[src/rtl/if_prefetch.sv]
`default_nettype none
// ============================================================================
// Module   : if_prefetch
// Brief    : Instruction fetch unit with a DEPTH-entry prefetch queue between
//            an active-low req/grant/strobe/ready bus and the IF/ID register.
// Revision : 1.0 - initial release
// ============================================================================
module if_prefetch #(
    parameter int                ADDR_W = 30,
    parameter int                DATA_W = 32,
    parameter int                DEPTH  = 4,
    parameter logic [ADDR_W-1:0] RST_PC = '0
) (
    input  logic              cpu_clk,
    input  logic              cpu_rst,
    input  logic              stall,
    input  logic              flush,
    input  logic [ADDR_W-1:0] new_pc,
    input  logic              br_taken,
    input  logic [ADDR_W-1:0] br_addr,
    output logic              bus_reqn,
    input  logic              bus_grntn,
    output logic              bus_asn,
    output logic [ADDR_W-1:0] bus_addr,
    input  logic              bus_rdyn,
    input  logic [DATA_W-1:0] bus_rdata,
    output logic [ADDR_W-1:0] if_pc,
    output logic [DATA_W-1:0] if_insn,
    output logic              if_en,
    output logic              busy
);

    localparam int               c_ptr_w = $clog2(DEPTH);
    localparam int               c_cnt_w = c_ptr_w + 1;
    localparam logic [c_cnt_w-1:0] c_depth = c_cnt_w'(DEPTH);

    typedef enum logic [1:0] {
        S_IDLE   = 2'd0,
        S_REQ    = 2'd1,
        S_ADDR   = 2'd2,
        S_ACCESS = 2'd3
    } state_t;

    state_t              r_state;
    state_t              w_state_next;
    logic [ADDR_W-1:0]   r_fetch_pc;
    logic                r_discard;
    logic [ADDR_W-1:0]   r_q_pc   [DEPTH];
    logic [DATA_W-1:0]   r_q_insn [DEPTH];
    logic [c_ptr_w-1:0]  r_wr_ptr;
    logic [c_ptr_w-1:0]  r_rd_ptr;
    logic [c_cnt_w-1:0]  r_count;
    logic [c_cnt_w-1:0]  w_count_next;
    logic [ADDR_W-1:0]   r_if_pc;
    logic [DATA_W-1:0]   r_if_insn;
    logic                r_if_en;

    logic                w_redirect;
    logic [ADDR_W-1:0]   w_target;
    logic                w_rdy;
    logic                w_push;
    logic                w_pop;
    logic                w_reqn;
    logic                w_asn;
    logic [ADDR_W-1:0]   w_addr;

    always_comb begin
        w_redirect = flush | br_taken;
        w_target   = flush ? new_pc : br_addr;
        w_rdy      = (r_state == S_ACCESS) && !bus_rdyn;
        // A response coinciding with a redirect belongs to the old stream.
        w_push     = w_rdy && !r_discard && !w_redirect;
        w_pop      = !w_redirect && !stall && (r_count != '0);
    end

    always_comb begin
        w_count_next = r_count;
        if (w_redirect) begin
            w_count_next = '0;
        end else begin
            case ({w_push, w_pop})
                2'b10:   w_count_next = r_count + c_cnt_w'(1);
                2'b01:   w_count_next = r_count - c_cnt_w'(1);
                default: w_count_next = r_count;
            endcase
        end
    end

    always_comb begin
        w_state_next = r_state;
        w_reqn       = 1'b1;
        w_asn        = 1'b1;
        w_addr       = '0;
        case (r_state)
            S_IDLE: begin
                if (r_count < c_depth) begin
                    w_reqn       = 1'b0;
                    w_state_next = S_REQ;
                end
            end
            S_REQ: begin
                w_reqn = 1'b0;
                if (!bus_grntn) begin
                    w_state_next = S_ADDR;
                end
            end
            S_ADDR: begin
                w_reqn       = 1'b0;
                w_asn        = 1'b0;
                w_addr       = r_fetch_pc;
                w_state_next = S_ACCESS;
            end
            S_ACCESS: begin
                w_reqn = 1'b0;
                if (w_rdy) begin
                    // Back-to-back only if the next access still has a queue slot.
                    if ((w_count_next < c_depth) && !w_redirect && !bus_grntn) begin
                        w_state_next = S_ADDR;
                    end else begin
                        w_state_next = S_IDLE;
                    end
                end
            end
        endcase
    end

    assign bus_reqn = cpu_rst | w_reqn;
    assign bus_asn  = cpu_rst | w_asn;
    assign bus_addr = cpu_rst ? '0 : w_addr;
    assign busy     = !cpu_rst && (r_state != S_IDLE);
    assign if_pc    = r_if_pc;
    assign if_insn  = r_if_insn;
    assign if_en    = r_if_en;

    always_ff @(posedge cpu_clk) begin
        if (cpu_rst) begin
            r_state    <= S_IDLE;
            r_fetch_pc <= RST_PC;
            r_discard  <= 1'b0;
            r_count    <= '0;
            r_wr_ptr   <= '0;
            r_rd_ptr   <= '0;
            r_if_en    <= 1'b0;
            r_if_pc    <= '0;
            r_if_insn  <= '0;
        end else begin
            r_state <= w_state_next;
            r_count <= w_count_next;

            if (w_redirect) begin
                r_fetch_pc <= w_target;
                r_wr_ptr   <= '0;
                r_rd_ptr   <= '0;
            end else begin
                if (w_rdy && !r_discard) begin
                    r_fetch_pc <= r_fetch_pc + ADDR_W'(1);
                end
                if (w_push) begin
                    r_wr_ptr <= r_wr_ptr + c_ptr_w'(1);
                end
                if (w_pop) begin
                    r_rd_ptr <= r_rd_ptr + c_ptr_w'(1);
                end
            end

            // The access issued before a redirect is still on the bus; drop its data.
            if (w_rdy) begin
                r_discard <= 1'b0;
            end else if (w_redirect && ((r_state == S_ADDR) || (r_state == S_ACCESS))) begin
                r_discard <= 1'b1;
            end

            if (w_redirect) begin
                r_if_en   <= 1'b0;
                r_if_insn <= '0;
            end else if (!stall) begin
                if (w_pop) begin
                    r_if_en   <= 1'b1;
                    r_if_pc   <= r_q_pc[r_rd_ptr];
                    r_if_insn <= r_q_insn[r_rd_ptr];
                end else begin
                    r_if_en   <= 1'b0;
                    r_if_insn <= '0;
                end
            end
        end
    end

    always_ff @(posedge cpu_clk) begin
        if (w_push) begin
            r_q_pc[r_wr_ptr]   <= r_fetch_pc;
            r_q_insn[r_wr_ptr] <= bus_rdata;
        end
    end

endmodule
`default_nettype wire
[config.mk]
export PLATFORM = sky130hd
export DESIGN_NAME = if_prefetch
export DESIGN_NICKNAME = d
export VERILOG_FILES = /design/src/rtl/if_prefetch.sv
export SDC_FILE = /design/constraint.sdc
export NUM_CORES = 1
export LEC_CHECK = 0
export BUFFER_PORTS_ARGS = -buffer_cell sky130_fd_sc_hd__buf_4
export CORE_ASPECT_RATIO = 0.9
export CORE_UTILIZATION = 52
export CTS_CLUSTER_DIAMETER = 200
export DETAILED_ROUTE_END_ITERATION = 12
export PLACE_DENSITY = 0.76
export SLEW_MARGIN = 10
export SYNTH_ARGS = -nofsm -noshare
export SYNTH_HDL_FRONTEND = slang
export SYNTH_SLANG_ARGS = --single-unit
export TNS_END_PERCENT = 1
[constraint.sdc]
create_clock -name cpu_clk -period 3.1 [get_ports cpu_clk]
set_clock_uncertainty 0.05 [all_clocks]
set_input_delay 0 -clock cpu_clk [delete_from_list [all_inputs] [get_ports cpu_clk]]
set_output_delay 0 -clock cpu_clk [all_outputs]
set_load 0.005 [all_outputs]
==> impl_metrics.yaml, run 1 <==
timing:
  rsz0062_at_grt: "no"
  max_freq_mhz: 345.0
  setup_violations: 0
  fin_tns_setup_ns: 0
  hold_viol_final: 0
  worst_pin_slew_ns: 0.8098
  period_minus_slack_ns: 2.898
  min_period_over_period: 0.9349
  slew_headroom: 0.4601
  holdWs_ns: 0.05466
  setup_ws_ns: 0.2019
  final_max_slew_viol_count: 0
global_route:
  grt_pass1_wl_mm: 50.29
  antenna_found_initial: 0
  track_usage: 0.2391
  grt_pass1_vias: 9203
  gr-total-overflow: 0
  grt_max_degree: 65
setup_path:
  path_delay_family: "simple AND/OR/NAND/NOR gates"
  crit_path_max_fanout: 9
  worstRegToRegCells: 10
  r2r_slack_ns: 0.20
  r2r_end: "r_state[1]$_SDFFE_PP0P_"
  cp-end-kind: "register"
  crit_cells: 10
  arrival_ns: 3.24
  crit_path_start: "r_state[1]$_SDFFE_PP0P_"
  r2r-start: "r_state[1]$_SDFFE_PP0P_"
  path_cells: "nor4bb_4 -> nand2_1 -> ha_2 -> fa_1 -> xnor2_1 -> or3_1 -> nand3_1 -> a21oi_1 -> o21a_1 -> dlygate4sd3_1"
  worst_path_largest_cell_delay_ns: 0.54
  endpoint: "r_state[1]$_SDFFE_PP0P_"
  critPathSlowestCell: "dlygate4sd3_1"
  critical_path_class: "register to register"
  cp-start-kind: "register"
  cp.required_ns: 3.44
  crit_buf_inv: 1
clock_network:
  clk_path_buf_depth: 3
  cts.clk_slew.worst_paths_ns: 0.06
  root_buffer: "clkbuf_16"
  cts_sinks: 353
  clock_latency_ns: 0.52
  cts-buffers-inserted: 36
  cts_setup_buffers: 0
  cts_tree: "done"
  htree_levels: 2
power:
  vdd_ir_drop_max_mv: 0.3443
  power.total_mw: 9.871
  p_leak_nw: 6.268
  power_density_mw_per_mm2: 550.7
placed_design:
  place.detailed.hpwl_mm: 19.30
  pre_cts_slack_ns: 0.6566
  gp_congestion: 0.8777
  place_area_mm2: 0.01575
  io_buffers: 194
drt:
  viasPerCell: 5.643
  via_count: 9148
  drt_pre_antenna_iters: 6
  wl_mm: 32.68
  drt_iter0_markers: 886
  drcViolationCount: 0
  detail-route-antenna-nets: 0
  wl_per_cell_um: 20.16
layout:
  n_antenna_cell: 0
  design_area_mm2: 0.01792
  drive_above_1_share: 0.2804
  nFillCells: 1741
  syn2layout_area_growth_pct: 29.00
  layout.nets: 1351
logic_synthesis:
  syn-cell-area_mm2: 0.01389
  syn_avg_cell_area_um2: 14.47
  ys.flop_type: "edfxtp_1"
  netlist_instances: 960
  async_flop_share: 0
  syn-num-nets: 1066
  ys_ff_latch: 353
  yosysTopAreaCell: "edfxtp_1"
  yosysTopAreaCellShare: 0.5360
  synth_most_common_cell: "edfxtp_1"
  yosys_warnings: 0
  synth_common_cells: "edfxtp_1, dfxtp_1, nand2_1, a21oi_1, nor2_1"
  synth_edf_count: 248
  synth_cell_types: 53
  yosys-top-cells-area: "edfxtp_1, dfxtp_1, mux4_2"
  seq_area_frac_synth: 0.6873
floorplan:
  die_h_um: 157.1
  fp.dieW_um: 174.3
  initial_core_util: 0.5316
  core_area_mm2: 0.02614
  dieArea_mm2: 0.02738
  io-pin-count: 195
  rows: 56
min_path:
  hold_class: "input pin to register"
flow_run:
  drv_cap: 0
run_status:
  run_status: "complete, no violations"
-- worst min path at each step --
stage | slack (ns) | from | cells after the start | endpoint
detailed placement | 0.15 | bus_rdata[6] | 1 | r_q_insn[2][6]$_DFFE_PP_
global route | 0.08 | br_taken | 5 | r_fetch_pc[13]$_SDFFE_PP0P_
finish | 0.05 | br_taken | 5 | r_fetch_pc[13]$_SDFFE_PP0P_
floorplan | 0.05 | bus_rdata[0] | 0 | r_q_insn[0][0]$_DFFE_PP_
CTS | 0.02 | br_taken | 5 | r_fetch_pc[13]$_SDFFE_PP0P_
global placement | 0.15 | bus_rdata[6] | 1 | r_q_insn[1][6]$_DFFE_PP_
-- layout by cell type, fill, tap and decap left out, types with 3 or more instances in the layout --
cell and n:
edfxtp_1 248, buf_4 212, nand2_1 102, dfxtp_1 101, dlygate4sd3_1 98, a21oi_1 77
nor2_1 67, mux4_2 62, clkbuf_16 37, a22oi_1 32, and2_1 30, xnor2_1 22
inv_1 18, o21ai_0 15, nand3_1 14, clkbuf_1 10, nor3_1 9, o22ai_1 8
clkbuf_8 8, nand4_1 7, mux2i_1 6, a211oi_1 6, and3_2 5, nor4_2 5
ha_1 5, clkinv_2 5, xor2_1 4, nor2b_1 4, buf_12 4, or3_1 3
and3_1 3, o21a_1 3, dfxtp_2 3
-- metal layers --
layer / up-vias / track usage / share of wire
li1: 4163 / - / -
met1: 4507 / 0.3155 / 0.41
met2: 397 / 0.4001 / 0.50
met3: 81 / 0.03599 / 0.066
met4: 0 / 0.09816 / 0.031
met5: - / 0 / 0
-- power by group --
group	internal [mW]	total, mW	switching [mW]
Sequential	5.08	5.16	0.0796
Combinational	0.245	0.438	0.192
Clock	2.56	4.27	1.71
-- registers in the layout, indices dropped and copies added (netlist names), named ones only --
| signal | count |
|---|---|
| r_q_insn | 128 |
| r_q_pc | 120 |
| if_insn | 32 |
| if_pc | 30 |
| r_fetch_pc | 30 |
| r_count | 3 |
| r_rd_ptr | 2 |
| r_state | 2 |
| r_wr_ptr | 2 |
| if_en | 1 |
| r_discard | 1 |
-- layout make-up --
type                    count  area [µm²]  share of cell area
clock buffers              55        1074             0.05990
clock inverters            11       110.1            0.006143
inverters                  19       71.32            0.003979
multi-input cells         521        4024              0.2245
flip-flops and latches    353        9557              0.5332
well taps                 348       435.4             0.02429
repair buffers            314        2653              0.1480
-- worst min-delay path: cells and delay by family --
family / cells / cell delay, ns
buffers and inverters: 2 / 0.32
AOI/OAI and AO/OA: 2 / 0.17
and+or+nand+nor: 1 / 0.08
-- logic make-up (layout without fill, tap and decap cells) --
logic type | count (synthesis) | in the layout | share of synthesized area
mux | 68 | 68 | 0.1048
fa+ha+maj | 7 | 7 | 0.006844
compound gates | 154 | 154 | 0.06691
simple gates | 266 | 266 | 0.09257
buf+inv | 86 | 399 | 0.02521
xor+xnor | 26 | 26 | 0.01639
flops | 353 | 353 | 0.6873
-- what timing repair did --
action                     in CTS  in global routing
hold buffers                   98                  0
hold endpoints to repair      184                  0
resized for setup               0                  4
setup endpoints to repair       0                  1
-- metrics by stage --
step / utilization / cells
after global placement: 0.6027 / 1457
after CTS: 0.6855 / 1621
after global routing: 0.6858 / 1621
after floorplan: - / 960
after detailed placement: 0.6027 / 1457
final: 0.6858 / 1621
Note: power is estimated with default switching activity, not from simulation.
==> inputs of run 2 (changes only) <==
ABC_AREA = 1   (was unset)
SKIP_LAST_GASP = 1   (was unset)
==> run 2 against run 1 <==
Net effect: total power grew 2.4%; final cell count grew 29%; design area increased by 4.2%.
==> impl_metrics.yaml, run 2 <==
power:
  pwr-share-comb: 0.050
  p_leak_nw: 6.897
  power_frac_seq: 0.513
  vdd_ir_drop_max_mv: 0.3918
  p_sw_frac: 0.2107
  p_int_mw: 7.981
  p_sw_mw: 2.131
  power_density_mw_per_mm2: 541.3
  power.total_mw: 10.11
  clockPowerShare: 0.437
timing:
  slew_headroom: 0.1866
  hold_viol_final: 0
  worst_pin_slew_ns: 1.217
  period_minus_slack_ns: 2.858
  min_period_over_period: 0.9219
  holdWs_ns: 0.1138
  setup_violations: 0
  rsz0062_at_grt: "no"
  max_freq_mhz: 349.9
  fin_tns_setup_ns: 0
  final_max_slew_viol_count: 0
  setup_ws_ns: 0.2420
setup_path:
  arrival_ns: 3.22
  cp-start-kind: "register"
  cpMostUsedCell: "nand2_1"
  path_cells: "nand2_1 -> nor3_1 -> buf_4 -> nand2_1 -> ha_1 -> fa_1 -> a21oi_1 -> o21ai_1 -> xor2_1 -> inv_1 -> nand2_1 -> a21oi_1 -> dlygate4sd3_1"
  crit_buf_inv: 3
  crit_path_max_fanout: 11
  cp-end-kind: "register"
  worst_path_largest_cell_delay_ns: 0.55
  critical_path_class: "register to register"
  cp.required_ns: 3.46
  path_delay_family: "buffers and inverters"
  r2r_slack_ns: 0.24
  critPathSlowestCell: "dlygate4sd3_1"
clock_network:
  clock_latency_ns: 0.53
  cts_tree: "done"
  cts.clk_slew.worst_paths_ns: 0.07
  root_buffer: "clkbuf_16"
  cts_sinks: 353
  cts-buffers-inserted: 35
  clk_path_buf_depth: 3
  htree_levels: 2
global_route:
  use_met3: 0.04451
  globalRouteMet1Util: 0.3490
  gr-total-overflow: 0
  track_usage: 0.2630
  grt_pass1_wl_mm: 58.45
  grt_max_degree: 98
  grt_pass1_vias: 11270
  grtUsageMet2: 0.4393
  antenna_found_initial: 0
  top_usage_layer: "met2"
logic_synthesis:
  ys.flop_type: "edfxtp_1"
  synth_common_cells: "nor2_1, edfxtp_1, nand2_1, o21ai_0, dfxtp_1"
  synth_cell_types: 34
  yosys-top-cells-area: "edfxtp_1, dfxtp_1, nor2_1"
  yosysTopAreaCell: "edfxtp_1"
  netlist_instances: 1424
  yosys_warnings: 0
  syn_avg_cell_area_um2: 10.17
  async_flop_share: 0
  synth_most_common_cell: "nor2_1"
  seq_area_frac_synth: 0.6593
  yosysTopAreaCellShare: 0.5142
  syn-cell-area_mm2: 0.01448
  synth_edf_count: 248
  syn-num-nets: 1530
  ys_ff_latch: 353
floorplan:
  io-pin-count: 195
  core_area_mm2: 0.02717
  initial_core_util: 0.5330
  fp.dieW_um: 177.9
  rows: 57
  die_h_um: 160.3
  dieArea_mm2: 0.02853
drt:
  wl_mm: 37.37
  drcViolationCount: 0
  via_count: 11520
  drt_pre_antenna_iters: 6
  wl_per_cell_um: 17.88
  drt_iter0_markers: 975
  detail-route-antenna-nets: 0
  viasPerCell: 5.510
layout:
  drive_above_1_share: 0.1647
  layout.nets: 1815
  largest_register_ffs: 128
  design_area_mm2: 0.01868
  top_register: "r_q_insn"
  nFillCells: 1906
  n_antenna_cell: 0
  final_cell_mix: "nor2_1, nand2_1, edfxtp_1, buf_4, o21ai_0"
  post-route-util: 0.6875
  final_common_cell: "nor2_1"
  instances_no_fill: 2090
  syn2layout_area_growth_pct: 28.98
placed_design:
  dp_cells: 1921
  gp_congestion: 0.9540
  pre_cts_slack_ns: 0.7567
  io_buffers: 194
  place.detailed.hpwl_mm: 22.45
  place_area_mm2: 0.01642
flow_run:
  drv_cap: 0
min_path:
  hold_class: "input pin to register"
run_status:
  run_status: "complete, no violations"
==> run 2: area by class of cell <==
class                           count  area [µm²]  area share
Timing Repair Buffer              326        2823      0.1511
Sequential cell                   353        9554      0.5114
Clock buffer                       45       954.7     0.05110
Multi-Input combinational cell    916        4359      0.2333
Inverter                           77       289.0     0.01547
Tap cell                          354       442.9     0.02371
Clock inverter                     19       259.0     0.01386
==> run 2: worst paths after layout <==
path / endpoint / startpoint / depth (start not counted)
hold / removal: r_fetch_pc[19]$_SDFFE_PP0P_ / flush / 5
setup reg to reg: r_state[1]$_SDFFE_PP0P_ / r_state[0]$_SDFFE_PP0P_ / 13
hold reg to reg: if_insn[11]$_SDFFE_PP0N_ / if_insn[11]$_SDFFE_PP0N_ / 2
setup / recovery: r_state[1]$_SDFFE_PP0P_ / r_state[0]$_SDFFE_PP0P_ / 13
==> run 2: cells by family (layout without fill, tap and decap cells) <==
kind of cell / count (synthesis) / in the layout / synth area share
AND/OR/NAND/NOR: 568 / 568 / 0.1543
flip-flops: 353 / 353 / 0.6593
XOR/XNOR: 6 / 6 / 0.003628
AO/OA/AOI/OAI: 303 / 303 / 0.1123
multiplexers: 32 / 32 / 0.02211
buffers and inverters: 155 / 467 / 0.04181
adder cells (fa/ha/maj): 7 / 7 / 0.006565
==> run 2: tightest hold or removal path, delay by kind of cell <==
kind,cells,cell delay [ns]
AND/OR/NAND/NOR,3,0.24
buffers and inverters,1,0.32
AO/OA/AOI/OAI,1,0.07
==> run 2: per-layer routing <==
metal | up-vias | routed length, µm | share of wire
met1 | 5478 | 15530 | 0.42
met3 | 67 | 2856 | 0.076
met2 | 495 | 18070 | 0.48
li1 | 5475 | - | -
met5 | - | 0 | 0
met4 | 0 | 916 | 0.025
==> run 2: power by group through the flow <==
stage | clock network, mW | registers, mW | logic [mW]
6_report | 4.42 | 5.19 | 0.507
2_1_floorplan | 0 | 5.24 | 0.183
3_5_place_dp | 0 | 5.28 | 0.369
3_3_place_gp | 0 | 5.28 | 0.366
5_1_grt | 4.62 | 5.19 | 0.553
4_1_cts | 4.47 | 5.18 | 0.494
==> run 2: timing repair <==
action | 4_1_cts | 5_1_grt
endpoints found under the setup margin | 0 | 1
hold buffers | 105 | 0
setup buffers | 0 | 0
resized for setup | 0 | 2
hold endpoints to repair | 200 | 0
==> inputs of run 3 (changes only) <==
BUFFER_PORTS_ARGS = -buffer_cell sky130_fd_sc_hd__buf_2   (was -buffer_cell sky130_fd_sc_hd__buf_4)
==> run 3 against run 2 <==
Net effect: flip-flop and latch count unchanged; critical path type unchanged; sequential share of layout area increased by 1.7 points; maximum frequency is 2.1% higher; final cell count shrank 0.24%; first-iteration DRC count up 16%; clock-buffer cell count is 11 higher; largest cell class unchanged; wire length is 2.8% lower; global-route usage decreased by 0.83 points; worst hold slack got worse by 0.093 ns.
==> impl_metrics.yaml, run 3 (synthesized netlist as in run 2, its figures left out) <==
run_status:
  run_status: "complete, no violations"
clock_network:
  cts.clk_slew.worst_paths_ns: 0.06
  htree_levels: 2
  cts_sinks: 353
  clk_path_buf_depth: 3
  cts_tree: "done"
  root_buffer: "clkbuf_16"
  clock_latency_ns: 0.52
  cts-buffers-inserted: 36
timing:
  holdWs_ns: 0.02043
  max_freq_mhz: 357.2
  worst_pin_slew_ns: 1.064
  min_period_over_period: 0.9030
  slew_headroom: 0.2908
  fin_tns_setup_ns: 0
  rsz0062_at_grt: "no"
  setup_violations: 0
  period_minus_slack_ns: 2.799
  hold_viol_final: 0
  final_max_slew_viol_count: 0
global_route:
  gr-total-overflow: 0
  grtUsageMet2: 0.4222
  antenna_found_initial: 1
  grt_max_degree: 98
  track_usage: 0.2547
  use_met3: 0.03835
  top_usage_layer: "met2"
  globalRouteMet1Util: 0.3398
  grt_pass1_wl_mm: 56.83
  grt_pass1_vias: 11140
setup_path:
  path_cells: "nand2_1 -> nor2_1 -> nand2_1 -> nand2_1 -> o21ai_0 -> dlygate4sd3_1 -> inv_1 -> a21oi_1"
  arrival_ns: 3.14
  crit_path_max_fanout: 27
  cpMostUsedCell: "nand2_1"
  worst_path_largest_cell_delay_ns: 0.72
  crit_buf_inv: 2
  critical_path_class: "register to register"
  critPathSlowestCell: "nand2_1"
  cp.required_ns: 3.45
  crit_path_start: "r_state[1]$_SDFFE_PP0P_"
  path_delay_family: "simple AND/OR/NAND/NOR gates"
  cp-end-kind: "register"
  cp-start-kind: "register"
  r2r-start: "r_state[1]$_SDFFE_PP0P_"
layout:
  nFillCells: 2001
  multi_input_area_mm2: 0.004367
  layout.nets: 1808
  final_cell_mix: "nor2_1, edfxtp_1, nand2_1, buf_2, o21ai_0"
  regArea_mm2: 0.009553
  final_common_cell: "nor2_1"
  largest_register_ffs: 128
  top_register: "r_q_insn"
  syn2layout_area_growth_pct: 24.90
  drive_above_1_share: 0.1642
power:
  vdd_ir_drop_max_mv: 0.3351
  power_density_mw_per_mm2: 551.4
  p_int_mw: 7.906
  p_sw_mw: 2.069
  p_leak_nw: 6.772
  power_frac_seq: 0.520
  clockPowerShare: 0.434
  p_sw_frac: 0.2074
  pwr-share-comb: 0.045
  power.total_mw: 9.974
floorplan:
  core_area_mm2: 0.02717
  rows: 57
  dieArea_mm2: 0.02853
  fp.dieW_um: 177.9
  initial_core_util: 0.5330
  io-pin-count: 195
  die_h_um: 160.3
placed_design:
  place.detailed.hpwl_mm: 21.57
  gp_congestion: 0.9214
  io_buffers: 194
drt:
  via_count: 11540
  drt_pre_antenna_iters: 5
  viasPerCell: 5.535
  drt_iter0_markers: 1129
  detail-route-antenna-nets: 0
  wl_per_cell_um: 17.42
  wl_mm: 36.33
  drcViolationCount: 0
min_path:
  hold_class: "input pin to register"
  hp-start: "flush"
flow_run:
  drv_cap: 0
## run 3: cell count changes in the layout (fill, tap and decap cells not counted), moves of 2 or more
cell           previous run  this run
buf_12                    9         7
buf_2                     0       194
buf_4                   212        20
bufinv_16                 5         3
clkbuf_1                  7        14
clkbuf_8                  2         5
clkinv_1                  5         3
clkinv_2                  5         2
dlygate4sd3_1           105        97
## run 3: per-layer routing
layer / wire length [µm] / vias to the layer above
li1: - / 5478
met1: 14950 / 5410
met2: 17350 / 564
met3: 3042 / 89
met4: 981 / 0
met5: 0 / -
## run 3: timing repair
action	4_1_cts	5_1_grt
gates resized for setup	0	2
endpoints found under the hold margin	170	0
setup buffers	0	3
hold buffers	97	0
setup endpoints to repair	0	1
## run 3: worst reg2reg max path, cell delays in order, from the launching register on
cell           delay, ns
dfxtp_1             0.42
nand2_1             0.11
nor2_1              0.18
nand2_1             0.22
nand2_1             0.72
o21ai_0             0.23
dlygate4sd3_1       0.62
inv_1               0.06
a21oi_1             0.07
## run 3: layout make-up
class | count | area share
timing repair buffer | 318 | 0.1234
clock inverter | 10 | 0.008646
tap | 354 | 0.02448
antenna | 1 | 0.0001383
inverter | 77 | 0.01598
sequential | 353 | 0.5281
multi-input combinational | 916 | 0.2414
clock buffer | 56 | 0.05789
## run 3: path summary, 6_finish.rpt
| check | to | cells past startpoint | slack [ns] |
|---|---|---|---|
| worst min-delay path | r_fetch_pc[21]$_SDFFE_PP0P_ | 6 | 0.02 |
| worst min register to register | if_insn[10]$_SDFFE_PP0N_ | 2 | 0.41 |
| worst max-delay path | r_fetch_pc[24]$_SDFFE_PP0P_ | 8 | 0.30 |
| worst max register to register | r_fetch_pc[24]$_SDFFE_PP0P_ | 8 | 0.30 |
## run 3: through the flow
step | std cells | instance area, µm² | utilization | worst slack [ns]
finish | 2085 | 18090 | 0.6657 | 0.3006
global route | 2085 | 18090 | 0.6657 | 0.07484
CTS | 2081 | 18060 | 0.6645 | 0.04045
detailed placement | 1918 | 15880 | 0.5845 | 0.6093
global placement | 1918 | 15880 | 0.5845 | 0.6566
floorplan | 1424 | 14490 | - | -0.09780
## run 3: power groups by stage
stage / clock (mW) / combinational [mW] / sequential, mW
2_1_floorplan: 0 / 0.183 / 5.24
3_3_place_gp: 0 / 0.319 / 5.28
3_5_place_dp: 0 / 0.325 / 5.28
4_1_cts: 4.37 / 0.441 / 5.18
5_1_grt: 4.56 / 0.497 / 5.19
6_report: 4.33 / 0.452 / 5.19
